<file path="src/rtl/pa_risc_pkg.sv">
// Shared fetch-stage types and constants.
//   fetch_state_t    : FETCH / HOLD / DRAIN fetch-control states
//   NOP_ENC          : bubble encoding used for squashed or empty IF/ID slots
//   PC_INCR          : sequential PC step in bytes
//   WORD_ALIGN_MASK  : clears the byte-offset bits of an address
package pa_risc_pkg;

    localparam int unsigned XLEN = 32;

    typedef enum logic [1:0] {
        FETCH = 2'd0,
        HOLD  = 2'd1,
        DRAIN = 2'd2
    } fetch_state_t;

    localparam logic [XLEN-1:0] NOP_ENC         = 32'h0000_0000;
    localparam logic [XLEN-1:0] PC_INCR         = 32'd4;
    localparam logic [XLEN-1:0] WORD_ALIGN_MASK = 32'hFFFF_FFFC;

endpackage

</file>
<file path="src/rtl/pc_npc_reg.sv">
// PC / nPC register pair with sequential advance and branch redirect.
// Ports:
//   clk, reset        clock, synchronous active-high reset
//   advance_i         step PC<=nPC, nPC<=nPC+4
//   redirect_i        load PC<=target_i, nPC<=target_i+4 (wins over advance)
//   target_i          word-aligned redirect address
//   pc_o, npc_o       current PC and nPC
//   pc_next_c         PC value after this edge (combinational)
module pc_npc_reg
    import pa_risc_pkg::*;
#(
    parameter logic [31:0] RESET_PC = 32'h0000_0000
) (
    input  logic            clk,
    input  logic            reset,
    input  logic            advance_i,
    input  logic            redirect_i,
    input  logic [XLEN-1:0] target_i,
    output logic [XLEN-1:0] pc_o,
    output logic [XLEN-1:0] npc_o,
    output logic [XLEN-1:0] pc_next_c
);

    logic [XLEN-1:0] pc_q, npc_q;
    logic [XLEN-1:0] npc_d;

    // Redirect outranks advance; arithmetic wraps modulo 2^32.
    always_comb begin
        pc_next_c = pc_q;
        npc_d     = npc_q;
        if (redirect_i) begin
            pc_next_c = target_i;
            npc_d     = target_i + PC_INCR;
        end else if (advance_i) begin
            pc_next_c = npc_q;
            npc_d     = npc_q + PC_INCR;
        end
    end

    always_ff @(posedge clk) begin
        if (reset) begin
            pc_q  <= RESET_PC;
            npc_q <= RESET_PC + PC_INCR;
        end else begin
            pc_q  <= pc_next_c;
            npc_q <= npc_d;
        end
    end

    assign pc_o  = pc_q;
    assign npc_o = npc_q;

endmodule

</file>
<file path="src/rtl/if_fetch_stage.sv">
// Instruction-fetch stage with IF/ID pipeline register.
// One outstanding instruction-memory request, hazard stall (le), branch
// redirect into a DRAIN state for in-flight requests, and IF/ID nullify.
// Optional build macro FETCH_STATS_EN adds fetch_cnt / stall_cnt outputs.
// Ports:
//   clk, reset                     clock, synchronous active-high reset
//   le                             decode load enable (0 = stalled)
//   branch_taken, branch_target    redirect pulse and address from EX
//   nullify                        turn current IF/ID into a bubble
//   imem_req/addr, imem_rvalid/rdata  instruction-memory handshake
//   ifid_instr/pc/valid            IF/ID register contents
//   fetch_cnt, stall_cnt           statistics (FETCH_STATS_EN only)
module if_fetch_stage
    import pa_risc_pkg::*;
#(
    parameter logic [31:0] RESET_PC  = 32'h0000_0000,
    parameter logic [31:0] NOP_INSTR = NOP_ENC
) (
    input  logic        clk,
    input  logic        reset,
`ifdef FETCH_STATS_EN
    output logic [31:0] fetch_cnt,
    output logic [31:0] stall_cnt,
`endif
    input  logic        le,
    input  logic        branch_taken,
    input  logic [31:0] branch_target,
    input  logic        nullify,
    output logic        imem_req,
    output logic [31:0] imem_addr,
    input  logic        imem_rvalid,
    input  logic [31:0] imem_rdata,
    output logic [31:0] ifid_instr,
    output logic [31:0] ifid_pc,
    output logic        ifid_valid
);

    fetch_state_t    state_q;
    logic            imem_req_q;
    logic [XLEN-1:0] imem_addr_q;
    logic [XLEN-1:0] hold_q;
    logic [XLEN-1:0] ifid_instr_q, ifid_pc_q;
    logic            ifid_valid_q;

    logic            rv_c, load_c;
    logic [XLEN-1:0] load_data_c, target_c;
    logic [XLEN-1:0] pc_c, npc_c, pc_next_c;

    // A response only counts while our request is being driven; this also
    // drops a stray response in the first cycle after reset.
    always_comb begin
        rv_c        = imem_rvalid & imem_req_q;
        target_c    = branch_target & WORD_ALIGN_MASK;
        load_c      = 1'b0;
        load_data_c = imem_rdata;
        case (state_q)
            FETCH:   load_c = rv_c & le & ~branch_taken;
            HOLD: begin
                load_c      = le & ~branch_taken;
                load_data_c = hold_q;
            end
            default: load_c = 1'b0;
        endcase
    end

    pc_npc_reg #(.RESET_PC(RESET_PC)) u_pc (
        .clk       (clk),
        .reset     (reset),
        .advance_i (load_c),
        .redirect_i(branch_taken),
        .target_i  (target_c),
        .pc_o      (pc_c),
        .npc_o     (npc_c),
        .pc_next_c (pc_next_c)
    );

    // Fetch FSM, request outputs and hold buffer.
    always_ff @(posedge clk) begin
        if (reset) begin
            state_q     <= FETCH;
            imem_req_q  <= 1'b0;
            imem_addr_q <= RESET_PC;
            hold_q      <= NOP_INSTR;
        end else begin
            imem_req_q  <= 1'b1;
            imem_addr_q <= pc_next_c;
            case (state_q)
                FETCH: begin
                    if (branch_taken) begin
                        if (!rv_c) begin
                            // In-flight request must complete before retargeting.
                            state_q     <= DRAIN;
                            imem_addr_q <= imem_addr_q;
                        end
                    end else if (rv_c && !le) begin
                        state_q    <= HOLD;
                        hold_q     <= imem_rdata;
                        imem_req_q <= 1'b0;
                    end
                end
                HOLD: begin
                    if (branch_taken || le) state_q <= FETCH;
                    else                    imem_req_q <= 1'b0;
                end
                DRAIN: begin
                    if (rv_c) state_q     <= FETCH;
                    else      imem_addr_q <= imem_addr_q;
                end
                default: state_q <= FETCH;
            endcase
        end
    end

    // IF/ID register: a load beats nullify; a redirect leaves the delay slot alone.
    always_ff @(posedge clk) begin
        if (reset) begin
            ifid_instr_q <= NOP_INSTR;
            ifid_pc_q    <= '0;
            ifid_valid_q <= 1'b0;
        end else if (load_c) begin
            ifid_instr_q <= load_data_c;
            ifid_pc_q    <= pc_c;
            ifid_valid_q <= 1'b1;
        end else if (nullify || (le && !branch_taken)) begin
            ifid_instr_q <= NOP_INSTR;
            ifid_valid_q <= 1'b0;
        end
    end

`ifdef FETCH_STATS_EN
    logic [31:0] fetch_cnt_q, stall_cnt_q;

    // Delivered instructions and cycles spent waiting on memory or decode.
    always_ff @(posedge clk) begin
        if (reset) begin
            fetch_cnt_q <= '0;
            stall_cnt_q <= '0;
        end else begin
            if (load_c) fetch_cnt_q <= fetch_cnt_q + 32'd1;
            if (state_q == HOLD || (state_q == FETCH && !rv_c))
                stall_cnt_q <= stall_cnt_q + 32'd1;
        end
    end

    assign fetch_cnt = fetch_cnt_q;
    assign stall_cnt = stall_cnt_q;
`endif

    assign imem_req   = imem_req_q;
    assign imem_addr  = imem_addr_q;
    assign ifid_instr = ifid_instr_q;
    assign ifid_pc    = ifid_pc_q;
    assign ifid_valid = ifid_valid_q;

endmodule

</file>
<file path="config.mk">
export PLATFORM = sky130hd
export DESIGN_NAME = if_fetch_stage
export DESIGN_NICKNAME = d
export VERILOG_FILES = /design/src/rtl/pa_risc_pkg.sv /design/src/rtl/pc_npc_reg.sv /design/src/rtl/if_fetch_stage.sv
export SDC_FILE = /design/constraint.sdc
export NUM_CORES = 1
export LEC_CHECK = 0
export BUFFER_PORTS_ARGS = -buffer_cell sky130_fd_sc_hd__buf_2
export CAP_MARGIN = 20
export CORE_UTILIZATION = 46
export CTS_CLUSTER_SIZE = 28
export DETAILED_ROUTE_END_ITERATION = 7
export PLACE_DENSITY = 0.68
export SYNTH_ARGS = -nofsm -noshare
export SYNTH_HDL_FRONTEND = slang
export SYNTH_SLANG_ARGS = --single-unit
</file>
<file path="constraint.sdc">
create_clock -name clk -period 4.18 [get_ports clk]
set_clock_uncertainty 0.2 [all_clocks]
set_input_delay 0.209 -clock clk [delete_from_list [all_inputs] [get_ports clk]]
set_output_delay 0.209 -clock clk [all_outputs]
set_load 0.01 [all_outputs]
</file>
# ---- Yosys cells after proc, flatten, opt, wreduce, memory -nomap -nowiden
# Index checks and enable logic that the tools add are counted.
dict set report totals {
  regBits 196
}
dict set report classes {
  add_sub_neg 2
  eq_ne 6
  n_mux 23
  bitwise 5
  reduce_logical 11
}
# cell n
set op_table {}
lappend op_table {{$mux W32} 9}
lappend op_table {{$add A32 B3 Y32 const B} 2}
lappend op_table {{$pmux W32 S2} 1}
lappend op_table {{$mux W2} 5}
lappend op_table {{$ne A3 B3 Y1 const B} 2}
lappend op_table {{$pmux W2 S3} 1}
lappend op_table {{$mux W1} 5}
lappend op_table {{$and A1 B1 Y1} 4}
lappend op_table {{$ne A2 B2 Y1 const B} 2}
lappend op_table {{$pmux W1 S2} 2}
lappend op_table {{$reduce_and A4 Y1} 1}
lappend op_table {{$reduce_bool A2 Y1} 2}
lappend op_table {{$reduce_and A3 Y1} 1}
lappend op_table {{$eq A2 B1 Y1 const B} 1}
lappend op_table {{$eq A2 B2 Y1 const B} 1}
lappend op_table {{$logic_and A1 B1 Y1} 2}
lappend op_table {{$logic_not A1 Y1} 2}
lappend op_table {{$logic_not A2 Y1} 1}
lappend op_table {{$logic_or A1 B1 Y1} 2}
lappend op_table {{$not A1 Y1} 1}

# ---- Depth between registers and ports, before layout
# Gate-level depths: netlist of run 1.
dict set report logic_depth {
  depth_word 9
  depth_mapped 14
  depth_no_buf 8
}

# ---- Hierarchy
# Synthesis of run 1 repeated with hierarchy kept, for this count alone.
dict set report hier_totals {
  cells_unflattened 1085
  area_unflattened_um2 9300.2
}
# mod n_inst cells_each area_each_um2 seq_area_each_um2
set by_module_without_submodules {}
lappend by_module_without_submodules {if_fetch_stage 1 583 5216.3 2642.5}
lappend by_module_without_submodules {pc_npc_reg 1 502 4083.9 1281.2}

# ---- Worst setup path after synthesis of run 1
# No wires, ideal clock.
dict set report synth_path {
  path_kind {in2reg}
  start {input port branch_taken}
  end {register u_pc.npc_q[26] (netlist: u_pc.npc_o[26])}
  setup_ns 0.066
  arrival_time_ns 2.841
  required_ns 3.914
  path_slack_ns 1.073
  stages 13
  cell_sequence {buf_6 > buf_4 > buf_2 > buf_1 > buf_1 > mux2_2 > ha_1 > inv_1 > a221oi_2 > nand3_1 > or4_1 > a31oi_1 > a21boi_2}
}
dict set report synth_via {
  elab_chain_cells 4
  elab_cells_between_ends 6
  classes_between {mux (2); bitwise (3); reduce/logical (1)}
}
# item line_no
set synth_rtl {}
lappend synth_rtl {{start: declaration} if_fetch_stage.sv:26} ;# input logic branch_taken,
lappend synth_rtl {{$not A1 Y1 (no line)} -}
lappend synth_rtl {{$and A1 B1 Y1 (on tied branches)} {if_fetch_stage.sv:59, if_fetch_stage.sv:57}}
lappend synth_rtl {{$pmux W1 S2} if_fetch_stage.sv:56} ;# case (state_q)
lappend synth_rtl {{$reduce_bool A2 Y1 (no line)} -}
lappend synth_rtl {{end signal: assignment} pc_npc_reg.sv:43} ;# npc_q <= RESET_PC + PC_INCR;
lappend synth_rtl {{end signal: assignment} pc_npc_reg.sv:46} ;# npc_q <= npc_d;
lappend synth_rtl {{end: declaration} pc_npc_reg.sv:24} ;# logic [XLEN-1:0] pc_q, npc_q;
# Parallel ways exist; a longest one is shown, timed or not.
# A chain may end at the register's enable or synchronous reset.

# ---- Worst setup path after layout of run 1
dict set report layout_path {
  start {register state_q[1]}
  end {register imem_addr_q[8] (netlist: imem_addr[8])}
}
dict set report layout_via {
  elab_chain_cells 7
  elab_cells_between_ends 9
  classes_between {eq/ne (2); mux (6); reduce/logical (1)}
}
# item line_no
set layout_rtl {}
lappend layout_rtl {{start: declaration} if_fetch_stage.sv:38} ;# fetch_state_t state_q;
lappend layout_rtl {{start signal: assignment} if_fetch_stage.sv:80} ;# state_q <= FETCH;
lappend layout_rtl {{start signal: assignment} if_fetch_stage.sv:92} ;# state_q <= DRAIN;
lappend layout_rtl {{start signal: assignment} if_fetch_stage.sv:96} ;# state_q <= HOLD;
lappend layout_rtl {{$eq A2 B1 Y1 or $logic_not A2 Y1 (tied branches)} {if_fetch_stage.sv:56, if_fetch_stage.sv:87}}
lappend layout_rtl {{$pmux W1 S2} if_fetch_stage.sv:56}
lappend layout_rtl {{$mux W32} pc_npc_reg.sv:34} ;# end else if (advance_i) begin
lappend layout_rtl {{$mux W32} pc_npc_reg.sv:31} ;# if (redirect_i) begin
lappend layout_rtl {{$mux W32} {if_fetch_stage.sv:90, if_fetch_stage.sv:106}}
lappend layout_rtl {{$mux W32} if_fetch_stage.sv:89} ;# if (branch_taken) begin
lappend layout_rtl {{$pmux W32 S2 *} if_fetch_stage.sv:87} ;# case (state_q)
lappend layout_rtl {{end signal: assignment} if_fetch_stage.sv:86} ;# imem_addr_q <= pc_next_c;
lappend layout_rtl {{end signal: assignment} if_fetch_stage.sv:93} ;# imem_addr_q <= imem_addr_q;
lappend layout_rtl {{end signal: assignment} if_fetch_stage.sv:107} ;# else imem_addr_q <= imem_addr_q;
lappend layout_rtl {{end: declaration} if_fetch_stage.sv:40} ;# logic [XLEN-1:0] imem_addr_q;
# Mark *: on every way between the ends. The rest lies on a longest branch, timed or not.

==> metrics.md, run 1 <==
| Metric | Value |
|---|---|
| Run status | `finished with violations` |
| Violations in the final reports | `design-rule violations` |
| Share of post-route cells with drive strength above 1 | `between 10% and 20%` |
| Number of enable-type register cells in the synthesized netlist | `0` |
| Critical path, cell by cell | `nor2_1, nand3_4, buf_4, mux2i_1, o21ai_0, a22o_1` |
| Number of standard cells in the layout, taps in and fillers out | `between 1000 and 1500` |
| Placed Cells incl. Taps | `approximately 1400` |
| Share of power burned in registers | `about half` |
| Layout Nets | `around 1300` |
| CTS clock-pin slew for the worst setup and hold paths | `0.07 ns` |
| Clock tree buffer depth | `2` |
| Final Critical Period | `roughly 2.7 ns` |
| Area overhead of the layout relative to synthesis | `24.9%` |
| Hold crit path type | `in -> reg` |
| Area of the die | `~0.019 mm2` |
| Clock latency on the worst-skew pair | `approximately 0.43 ns` |
| Final Hold Vio Count | `0` |
| Maximum number of pins on one net before global-route repair | `around 70` |
| Non-Filler Cell Area, Final | `approximately 0.011 mm2` |
| Combinational cell fraction of total power | `10.8%` |
| Overflow left after global routing | `0` |
| Worst Slack Setup Final | `1.45 ns` |
| Worst Setup Path Type | `reg -> reg` |
| Worst slew slack as a fraction of its limit | `roughly a third` |
| Final Util | `between 50% and 60%` |
| Via count of the first global-routing pass | `between 7000 and 8000` |
| Synthesis warning total | `0` |
| Gate count of the mapped netlist | `approximately 1100` |
| Crit-path max FO | `35` |
| Wire per inst | `15.8 um` |
| Post-route setup TNS | `0 ns` |
| Dominant synthesized flop cell | `sky130_fd_sc_hd__dfxtp_1` |
| Commonest non-fill, non-tap cells in the layout | `261 x sky130_fd_sc_hd__nand2_1, 194 x sky130_fd_sc_hd__dfxtp_1, 163 x sky130_fd_sc_hd__buf_2` |
| Clock group share of total power | `40.9%` |
| Count of unresolved DRC violations after routing | `20` |
| Post-Syn Area per Cell | `between 8 and 9 um2` |
| Crit share post-route | `65.3%` |
| Number of port buffers | `165` |
| Final wirelength | `between 20000 and 25000 um` |
| CTS H-tree lvls | `4` |
| Switching power of the nets | `1.08 mW` |
| Max Cap Violations | `0` |
| First-pass iteration count of the detailed router | `7` |
| Net count of the mapped netlist | `roughly 1100` |
| Number of antenna violations at the first check in global routing | `2` |
| Transition at the pin with the smallest max-transition slack | `approximately 1 ns` |
| Final GP Congestion | `between 0.8 and 0.9` |
| Final antenna-violating net count | `0` |
| Sequential cell area fraction in the yosys report | `between 40% and 50%` |
| Wire length of the first global-routing pass | `38100 um` |
| Post-Place Worst Slack | `approximately 1.1 ns` |
| Endpoint kind of the worst setup timing path | `flip-flop` |
| RSZ-0062 raised after global routing | `no` |
| Net switching fraction of the power | `a little over a quarter` |
| DR iter-0 viols | `approximately 500` |
| Num Clock Sinks | `around 190` |
| Number of slew-limit violations in the final report | `0` |
| CP max stage cell | `sky130_fd_sc_hd__nand3_4` |
| Most common cell after layout, fill and taps aside | `sky130_fd_sc_hd__nand2_1` |
| WP data required | `4.30 ns` |
| Synthesis-stage register bit count | `between 150 and 200` |
| Worst IR drop on VDD | `0.000317 V` |
| Cell area reported after detailed placement | `around 0.0095 mm2` |
| Count of unique library cells instantiated by Yosys | `59` |
| Root buffer cell | `sky130_fd_sc_hd__clkbuf_16` |
| Post-detailed-route via-to-cell ratio | `approximately 5.4` |
| Leakage | `around 4.5 nW` |
| Chip height | `138 um` |
| Chip Width | `around 140 um` |
| Core box area | `0.0181 mm2` |
| Initial core utilization | `between 40% and 50%` |
| Cell internal power dissipation | `3.01 mW` |
| Share of synthesized registers carrying an async set or reset | `0%` |
| Number of I/O pins | `~170` |
| Synthesized area | `0.00855 mm2` |
| Via count | `roughly 8000` |
| Filler instances | `around 1700` |
| CTS tree | `done` |
| Site row count | `49` |
| Data arrival time of the critical path | `2.85 ns` |
| Highest clock frequency the design can meet | `~370 MHz` |
| Tot GR Track Use | `around a quarter` |
| CTS Buf Count | `17` |
| Largest stage delay, worst path | `0.54 ns` |
| Final setup violation count | `0` |
| Power density over cell area | `383 mW/mm2` |
| Detailed-placement wirelength estimate | `between 10000 and 15000 um` |
| Startpoint class of the critical path | `flip-flop` |
-- what timing repair did --
action,CTS,global route
hold buffers,55,0
buffers inserted,0,0
resized for setup,0,0
endpoints found under the hold margin,95,0
-- synth_stat cells (2+ instances only) --
cell,instances,area share [%]
sky130_fd_sc_hd__o21ai_0,36,2.1
sky130_fd_sc_hd__a32o_1,4,0.47
sky130_fd_sc_hd__and2_1,25,1.8
sky130_fd_sc_hd__xor2_1,10,1.0
sky130_fd_sc_hd__nand3b_4,2,0.47
sky130_fd_sc_hd__nor3b_1,2,0.18
sky130_fd_sc_hd__nand4b_4,2,0.56
sky130_fd_sc_hd__nand4_1,12,0.88
sky130_fd_sc_hd__or4_1,2,0.18
sky130_fd_sc_hd__o211ai_1,2,0.18
sky130_fd_sc_hd__nand4b_1,3,0.31
sky130_fd_sc_hd__a21boi_0,7,0.61
sky130_fd_sc_hd__o31ai_1,3,0.26
sky130_fd_sc_hd__inv_1,5,0.22
sky130_fd_sc_hd__a22oi_2,2,0.29
sky130_fd_sc_hd__buf_2,22,1.3
sky130_fd_sc_hd__buf_1,2,0.088
sky130_fd_sc_hd__xnor2_1,20,2.0
sky130_fd_sc_hd__nor2_1,67,2.9
sky130_fd_sc_hd__nand3b_1,3,0.26
sky130_fd_sc_hd__o21a_1,2,0.18
sky130_fd_sc_hd__mux2_2,2,0.26
sky130_fd_sc_hd__mux2i_1,32,3.7
sky130_fd_sc_hd__a2111oi_0,2,0.20
sky130_fd_sc_hd__nor3_1,9,0.53
sky130_fd_sc_hd__nand3_1,18,1.1
sky130_fd_sc_hd__clkbuf_1,49,2.2
sky130_fd_sc_hd__and3_1,5,0.37
sky130_fd_sc_hd__a21oi_1,152,8.9
sky130_fd_sc_hd__a22o_1,31,3.2
sky130_fd_sc_hd__a22oi_1,7,0.61
sky130_fd_sc_hd__nand2_1,261,11
sky130_fd_sc_hd__dfxtp_1,194,45
sky130_fd_sc_hd__a211oi_1,13,1.1
sky130_fd_sc_hd__or3_1,7,0.51
sky130_fd_sc_hd__a21o_1,4,0.35
sky130_fd_sc_hd__a31oi_1,10,0.73
sky130_fd_sc_hd__nand2b_1,5,0.37
-- routing by layer --
layer / routed length (um) / share of wire, % / global-route usage [%] / up-vias
met4: 388 / 1.7 / 8.87 / 0
met3: 1180 / 5.1 / 4.16 / 30
li1: - / - / - / 4006
met1: 10700 / 46 / 32.9 / 3781
met5: 0 / 0 / 0 / -
met2: 11100 / 47 / 39.8 / 215
-- path summary, 6_finish.rpt --
check	startpoint	endpoint	slack, ns	cells past startpoint
worst max-delay path	state_q[1]	imem_addr[8]	1.45	6
worst max register to register	state_q[1]	imem_addr[8]	1.45	6
worst min-delay path	branch_target[2]	u_pc.npc_o[2]	0.02	3
worst min register to register	ifid_pc[14]	ifid_pc[14]	0.25	2
-- state kept, by name, summed over array words and instances (netlist names) --
name / count
imem_req: 1
imem_addr: 32
u_pc.npc_o: 30
state_q: 2
u_pc.pc_o: 32
ifid_valid: 1
ifid_pc: 32
hold_q: 32
ifid_instr: 32
-- kinds of logic (layout without fill, tap and decap cells) --
group,Yosys count,after routing,synth area share [%]
xor gates and xnor gates,30,30,3.07
DFF,194,194,45.4
buffers and inverters,81,277,4.20
other,0,2,0
and+or+nand+nor,431,431,22.8
AOI/OAI and AO/OA,284,284,20.3
muxes,34,34,4.01
adders and majority gates,1,1,0.146
-- power by group through the flow --
stage / Sequential (mW) / Combinational [mW] / Clock, mW
floorplan: 2.01 / 0.244 / 0
global placement: 2.02 / 0.392 / 0
detailed placement: 2.02 / 0.397 / 0
CTS: 1.97 / 0.441 / 1.70
global route: 1.98 / 0.484 / 1.78
finish: 1.98 / 0.441 / 1.68
-- final cells by class --
cell class	instances	area, um2	area share [%]
repair buffers	240	1540	14.5
clock inverters	15	174	1.63
multi-input cells	780	4340	40.6
clock buffers	17	425	3.99
flip-flops and latches	194	3880	36.4
diodes	2	5.00	0.0469
well taps	229	287	2.68
inverters	5	18.8	0.176
-- metrics by stage --
stage	power, mW	hold WS [ns]
after global routing	4.24	0.0122
after global placement	2.41	0.232
after CTS	4.12	0.00297
final	4.09	0.0156
after detailed placement	2.41	0.245
after floorplan	2.26	0.145
-- critical path, delay by kind of cell, from the launching register on --
| family | cells | cell delay [ns] |
|---|---|---|
| AND/OR/NAND/NOR | 2 | 1.00 |
| multiplexers | 1 | 0.18 |
| AO/OA/AOI/OAI | 2 | 0.35 |
| flip-flops | 1 | 0.41 |
| buffers and inverters | 1 | 0.46 |
(Power assumes the default switching activity.)
==> run 2, diff against run 1 <==
- ABC_AREA: unset -> 1
- PLACE_DENSITY: 0.68 -> 0.7
- clock period: 4.18 -> 2.47 ns (I/O delays scaled with it)
==> run 2 against run 1 <==
Effect of this change: the run now ends clean; die area grew 8.8%; cell area grew 8.9%; total power grew 76%; sequential share of layout area shrank 3.0 points; combinational power grew to 2.6 times the previous value; register-to-register slack lost 1.2 ns; first-iteration DRC count grew 21%; critical path type is now in -> reg; critical endpoint is now imem_addr[30].
==> metrics.md, run 2 <==
| Metric | Value |
|---|---|
| Buffering stage count on the worst path with inverters included | `5 (+4)` |
| Clock tree buffer depth | `2 (unchanged)` |
| Commonest non-fill, non-tap cells in the layout | `404 x sky130_fd_sc_hd__nand2_1, 194 x sky130_fd_sc_hd__dfxtp_1, 174 x sky130_fd_sc_hd__nor2_1` |
| Highest clock frequency the design can meet | `~430 MHz` |
| CTS clock-pin slew for the worst setup and hold paths | `0.07 ns (about the same)` |
| CTS H-tree lvls | `4 (unchanged)` |
| Synthesis-stage register bit count | `194 (unchanged)` |
| Tot GR Track Use | `25.5% (+0.91 points)` |
| Number of port buffers | `165 (unchanged)` |
| Share of post-route cells with drive strength above 1 | `19.8% (+0.93 points)` |
| Worst Setup Path Type | `in -> reg` |
| Count of unresolved DRC violations after routing | `0 (-100%)` |
| Gate count of the mapped netlist | `1374 (+30%)` |
| Root buffer cell | `sky130_fd_sc_hd__clkbuf_16` |
| Setup crit end | `imem_addr[30]` |
| Number of enable-type register cells in the synthesized netlist | `0 (unchanged)` |
| Initial core utilization | `47.4% (+0.12 points)` |
| Final GP Congestion | `0.960 (+16%)` |
| Hold crit path type | `in -> reg` |
| Most common cell on crit path | `sky130_fd_sc_hd__nor2_1` |
| Clock latency on the worst-skew pair | `0.44 ns (about the same)` |
| Num Clock Sinks | `194 (unchanged)` |
| Leakage | `5.72 nW (+26%)` |
| Final wirelength | `26000 um (+11%)` |
| Filler instances | `1873 (+13%)` |
| Number of standard cells in the layout, taps in and fillers out | `1851 (+25%)` |
| Reg2reg start | `state_q[0]` |
| Synth top cells by count | `405 x sky130_fd_sc_hd__nand2_1, 194 x sky130_fd_sc_hd__dfxtp_1, 175 x sky130_fd_sc_hd__nor2_1` |
| Worst slew slack as a fraction of its limit | `43.4% (+9.6 points)` |
| Crit-path max FO | `48 (+37%)` |
| Chip height | `144 um (+4.3%)` |
| Final Critical Period | `about 2.3 ns` |
| Final Hold Vio Count | `0 (unchanged)` |
| Critical path launch point | `branch_taken` |
| Run status | `complete, no violations` |
| Net count of the mapped netlist | `1445 (+28%)` |
| Area overhead of the layout relative to synthesis | `24.8% (about the same)` |
| Max Cap Violations | `0 (unchanged)` |
| Cell type with the highest aggregate area in the netlist | `sky130_fd_sc_hd__dfxtp_1` |
| R2R Path End | `imem_addr[30]` |
| Worst Slack Setup Final | `0.163 ns (-1.29 ns)` |
| Area of the die | `0.0208 mm2 (+8.8%)` |
| Worst reg2reg setup slack | `0.26 ns (-1.19 ns)` |
| Detailed-placement wirelength estimate | `17200 um (+18%)` |
| Crit share post-route | `between 90 and 100%` |
| Sequential cell area fraction in the yosys report | `41.7% (-3.7 points)` |
| Logic depth of the worst register-to-register path | `10 (+4)` |
| CP top delay family | `buffers and inverters` |
| Via count of the first global-routing pass | `8544 (+14%)` |
| DR iter-0 viols | `610 (+21%)` |
| Wire length of the first global-routing pass | `41500 um (+8.9%)` |
| Critical path, cell by cell | `dlygate4sd3_1, buf_2, buf_4, nor2_1, nand3_4, nand2_2, buf_12, nand2_1, a21oi_1, nor2_1, o211ai_1, inv_1` |
| Core box area | `0.0197 mm2 (+8.7%)` |
| Placed Cells incl. Taps | `1752 (+26%)` |
| WP data required | `2.60 ns (-1.70 ns)` |
| RSZ-0062 raised after global routing | `no` |
| Maximum number of pins on one net before global-route repair | `94 (+31%)` |
| Via count | `9231 (+15%)` |
| Number of I/O pins | `168 (unchanged)` |
| Diode insertion count for antenna repair | `0 (-2)` |
| Post-Syn Area per Cell | `6.78 um2 (-16%)` |
| Power density over cell area | `619 mW/mm2 (+62%)` |
| Worst IR drop on VDD | `0.000505 V (+59%)` |
| Overall power after layout | `7.20 mW (+76%)` |
| Post-route setup TNS | `0 ns (unchanged)` |
| Share of synthesized registers carrying an async set or reset | `0% (unchanged)` |
| Post-Place Worst Slack | `0.241 ns (-0.823 ns)` |
| Count of unique library cells instantiated by Yosys | `38 (-36%)` |
| Share of the synthesized area in the top cell type | `41.7% (-3.7 points)` |
| CTS Buf Count | `17 (unchanged)` |
| CTS tree | `done` |
| Number of slew-limit violations in the final report | `0 (unchanged)` |
| Chip Width | `144 um (+4.3%)` |
| Most common cell after layout, fill and taps aside | `sky130_fd_sc_hd__nand2_1` |
| Overflow left after global routing | `0 (unchanged)` |
| Wire per inst | `14.0 um (-11%)` |
| Top area cells in the synthesized netlist | `sky130_fd_sc_hd__dfxtp_1 42%, sky130_fd_sc_hd__nand2_1 16%, sky130_fd_sc_hd__nor2_1 7.1%` |
| Post-detailed-route via-to-cell ratio | `4.99 (-8.0%)` |
| Site row count | `51 (+4.1%)` |
| Synthesis warning total | `0 (unchanged)` |
| Number of logic stages on the critical path including buffering | `12 (+6)` |
| Endpoint kind of the worst setup timing path | `flip-flop` |
| Largest stage delay, worst path | `0.57 ns (+0.03 ns)` |
| Data arrival time of the critical path | `2.44 ns (-0.41 ns)` |
| Number of antenna violations at the first check in global routing | `0 (-2)` |
| Final setup violation count | `0 (unchanged)` |
| Synthesized area | `0.00931 mm2 (+8.9%)` |
| First-pass iteration count of the detailed router | `5 (-2)` |
| Transition at the pin with the smallest max-transition slack | `0.848 ns (-0.141 ns)` |
| Dominant synthesized flop cell | `sky130_fd_sc_hd__dfxtp_1` |
| Top-count cell post-synth | `sky130_fd_sc_hd__nand2_1` |
| CP max stage cell | `sky130_fd_sc_hd__dlygate4sd3_1` |
| Final antenna-violating net count | `0 (unchanged)` |
| Worst hold slack across all endpoints | `0.0112 ns (-0.00439 ns)` |
| Layout Nets | `1644 (+26%)` |
| Startpoint class of the critical path | `input pin` |
[run 2: timing repair]
action,in CTS,in global routing
endpoints found under the hold margin,120,0
setup buffers,0,2
setup endpoints to repair,0,16
gates resized for setup,0,6
hold buffers,65,0
[run 2: area by class of cell]
| class | instances | area [um2] | area share (%) |
|---|---|---|---|
| Clock buffer | 18 | 439 | 3.78 |
| Tap cell | 265 | 332 | 2.85 |
| Multi-Input combinational cell | 974 | 4580 | 39.4 |
| Inverter | 130 | 490 | 4.22 |
| Sequential cell | 194 | 3880 | 33.4 |
| Clock inverter | 14 | 135 | 1.16 |
| Timing Repair Buffer | 256 | 1760 | 15.2 |
[run 2: stage by stage]
| stage | area [um2] | utilization, % |
|---|---|---|
| after global routing | 11600 | 59.2 |
| after CTS | 11600 | 59.0 |
| after global placement | 10400 | 52.8 |
| after floorplan | 9310 | - |
| after detailed placement | 10400 | 52.8 |
| final | 11600 | 59.2 |
[run 2: worst reg2reg max path, stage by stage, from the launching register on]
cell                       delay, ns
sky130_fd_sc_hd__dfxtp_1        0.47
sky130_fd_sc_hd__inv_2          0.12
sky130_fd_sc_hd__nand2_4        0.17
sky130_fd_sc_hd__nand3_4        0.11
sky130_fd_sc_hd__nand2_2        0.11
sky130_fd_sc_hd__buf_12         0.22
sky130_fd_sc_hd__nand2_1        0.08
sky130_fd_sc_hd__a21oi_1        0.33
sky130_fd_sc_hd__nor2_1         0.08
sky130_fd_sc_hd__o211ai_1       0.16
sky130_fd_sc_hd__inv_1          0.06
[run 2: worst min path at each step]
stage                                  from             to  cells after the start  slack (ns)
after CTS                 branch_target[23]  u_pc.pc_o[23]                      4       0.003
after detailed placement      imem_rdata[9]      hold_q[9]                      3        0.17
after floorplan               imem_rdata[0]      hold_q[0]                      2        0.06
after global routing      branch_target[23]  u_pc.pc_o[23]                      4        0.04
after global placement       imem_rdata[10]     hold_q[10]                      3        0.17
final                     branch_target[23]  u_pc.pc_o[23]                      4        0.01
[run 2: metal layers]
layer	up-vias	track usage, %	wire, um
met5	-	0	0
met4	0	10.8	671
met3	42	3.77	1220
met2	228	43.6	12400
met1	4237	31.7	11700
li1	4724	-	-
[run 2: logic make-up after synthesis]
family / count (synthesis) / share of synthesized area [%]
simple gates: 689 / 31.2
compound gates: 274 / 16.8
buf+inv: 206 / 9.23
flops: 194 / 41.7
xor+xnor: 10 / 0.941
fa+ha+maj: 1 / 0.134
[run 2: power by group]
part | leakage (nW) | total, mW | internal, mW | switching, mW
clock network | 0.277 | 2.71 | 1.37 | 1.34
registers | 1.58 | 3.35 | 3.28 | 0.0684
logic | 3.86 | 1.14 | 0.443 | 0.697
==> run 3, diff against run 2 <==
- REMOVE_ABC_BUFFERS: unset -> 1
==> run 3 against run 2 <==
Effect of this change: cell area grew 0.52%; combinational power barely moved; utilization rose by 0.31 points; die area unchanged; sequential power about the same; cell count grew 0.27%.
==> metrics.md, run 3 (synthesized netlist as in run 2, its figures left out) <==
| Metric | Value |
|---|---|
| Tot GR Track Use | `24.6% (-0.90 points)` |
| Highest clock frequency the design can meet | `428 MHz (-1.3%)` |
| Wire length of the first global-routing pass | `40400 um (-2.7%)` |
| Final setup violation count | `0 (unchanged)` |
| Core box area | `0.0197 mm2 (unchanged)` |
| Area of the die | `0.0208 mm2 (unchanged)` |
| First-pass iteration count of the detailed router | `5 (unchanged)` |
| Final wirelength | `24800 um (-4.3%)` |
| Data arrival time of the critical path | `2.41 ns (-0.03 ns)` |
| Overflow left after global routing | `0 (unchanged)` |
| Most common cell after layout, fill and taps aside | `sky130_fd_sc_hd__nand2_1` |
| CTS Buf Count | `17 (unchanged)` |
| CTS H-tree lvls | `4 (unchanged)` |
| Final Util | `59.5% (+0.31 points)` |
| Endpoint kind of the worst setup timing path | `flip-flop` |
| Root buffer cell | `sky130_fd_sc_hd__clkbuf_16` |
| Final Hold Vio Count | `0 (unchanged)` |
| Chip Width | `144 um (unchanged)` |
| Final antenna-violating net count | `0 (unchanged)` |
| Number of antenna violations at the first check in global routing | `1 (+1)` |
| Number of slew-limit violations in the final report | `0 (unchanged)` |
| Startpoint class of the critical path | `input pin` |
| Detailed-placement wirelength estimate | `16600 um (-3.6%)` |
| Worst reg2reg setup slack | `0.31 ns (+0.05 ns)` |
| Crit share post-route | `94.6% (+1.2 points)` |
| Post-route setup TNS | `0 ns (unchanged)` |
| Final GP Congestion | `0.939 (-2.2%)` |
| Max Cap Violations | `0 (unchanged)` |
| Share of post-route cells with drive strength above 1 | `20.1% (+0.26 points)` |
| Power density over cell area | `637 mW/mm2 (+2.8%)` |
| Crit-path max FO | `8 (-83%)` |
| CTS tree | `done` |
| Run status | `complete, no violations` |
| Count of unresolved DRC violations after routing | `0 (unchanged)` |
| Final Critical Period | `2.34 ns (+0.0298 ns)` |
| Via count | `9140 (-0.99%)` |
| Commonest non-fill, non-tap cells in the layout | `404 x sky130_fd_sc_hd__nand2_1, 194 x sky130_fd_sc_hd__dfxtp_1, 173 x sky130_fd_sc_hd__nor2_1` |
| Number of I/O pins | `168 (unchanged)` |
| Transition at the pin with the smallest max-transition slack | `1.01 ns (+0.163 ns)` |
| Clock latency on the worst-skew pair | `0.42 ns (-0.02 ns)` |
| Wire per inst | `13.4 um (-4.5%)` |
| Hold crit path type | `in -> reg` |
| Worst Setup Path Type | `in -> reg` |
| Layout Nets | `1648 (+0.24%)` |
| Chip height | `144 um (unchanged)` |
| Maximum number of pins on one net before global-route repair | `86 (-8.5%)` |
| Via count of the first global-routing pass | `8330 (-2.5%)` |
| Leakage | `5.76 nW (+0.65%)` |
| Clock tree buffer depth | `2 (unchanged)` |
| Filler instances | `1842 (-1.7%)` |
| CTS clock-pin slew for the worst setup and hold paths | `0.07 ns (about the same)` |
| Num Clock Sinks | `194 (unchanged)` |
| Site row count | `51 (unchanged)` |
| Number of port buffers | `165 (unchanged)` |
| Worst IR drop on VDD | `0.000472 V (-6.5%)` |
| Worst slew slack as a fraction of its limit | `32.6% (-11 points)` |
| WP data required | `2.54 ns (-0.06 ns)` |
| Area overhead of the layout relative to synthesis | `25.5%` |
| DR iter-0 viols | `425 (-30%)` |
| Post-detailed-route via-to-cell ratio | `4.92 (-1.3%)` |
| Initial core utilization | `47.4% (unchanged)` |
| RSZ-0062 raised after global routing | `no` |
## run 3: routing by layer
metal	up-vias	global-route usage, %	wire, um
met1	4135	30.4	11200
met3	34	4.77	1440
met2	249	42.9	11800
met5	-	0	0
met4	0	7.20	340
li1	4722	-	-
## run 3: cell type report
| class | instances | area (um2) | area share [%] |
|---|---|---|---|
| Clock inverter | 12 | 176 | 1.51 |
| Sequential cell | 194 | 3880 | 33.2 |
| Tap cell | 265 | 332 | 2.84 |
| Timing Repair Buffer | 260 | 1770 | 15.1 |
| Inverter | 130 | 488 | 4.18 |
| Multi-Input combinational cell | 974 | 4580 | 39.2 |
| Antenna cell | 1 | 2.50 | 0.0214 |
| Clock buffer | 20 | 457 | 3.91 |
## run 3: power by group
group	total [mW]	leakage (nW)	switching (mW)	internal, mW
Clock	2.97	0.307	1.21	1.75
Sequential	3.35	1.58	0.0642	3.28
Combinational	1.13	3.86	0.685	0.443
## run 3: per-stage QoR
stage / instance area, um2 / power (mW) / setup slack, ns / cells / hold slack (ns)
2_1_floorplan: 8940 / 4.05 / -0.836 / 1298 / -0.0141
3_3_place_gp: 10400 / 4.44 / 0.197 / 1757 / 0.166
3_5_place_dp: 10400 / 4.46 / 0.176 / 1757 / 0.177
4_1_cts: 11700 / 7.50 / 0.00742 / 1853 / 0.0343
5_1_grt: 11700 / 7.80 / 0.00393 / 1856 / 0.0496
6_report: 11700 / 7.44 / 0.134 / 1856 / 0.0522
## run 3: worst max-delay path: stages
cell,delay [ns]
sky130_fd_sc_hd__dlygate4sd3_1,0.57
sky130_fd_sc_hd__buf_2,0.18
sky130_fd_sc_hd__inv_2,0.13
sky130_fd_sc_hd__nor2_1,0.06
sky130_fd_sc_hd__inv_1,0.07
sky130_fd_sc_hd__nand2_1,0.12
sky130_fd_sc_hd__inv_1,0.09
sky130_fd_sc_hd__ha_1,0.23
sky130_fd_sc_hd__nand3_2,0.18
sky130_fd_sc_hd__nor2_4,0.19
sky130_fd_sc_hd__nand2_2,0.11
sky130_fd_sc_hd__o21ai_0,0.16
sky130_fd_sc_hd__nand2_1,0.06
sky130_fd_sc_hd__nand2_1,0.07
sky130_fd_sc_hd__a21oi_2,0.05
## run 3: timing repair
item | 4_1_cts | 5_1_grt
endpoints found under the setup margin | 0 | 24
endpoints found under the hold margin | 128 | 0
hold buffers | 64 | 0
resized for setup | 0 | 5
buffers inserted | 0 | 2
## run 3: final timing paths
check | endpoint | cells past startpoint | start
worst max-delay path | u_pc.npc_o[16] | 15 | branch_taken
worst min-delay path | ifid_instr[28] | 5 | nullify
worst max register to register | imem_addr[14] | 10 | state_q[0]
worst min register to register | hold_q[23] | 2 | hold_q[23]
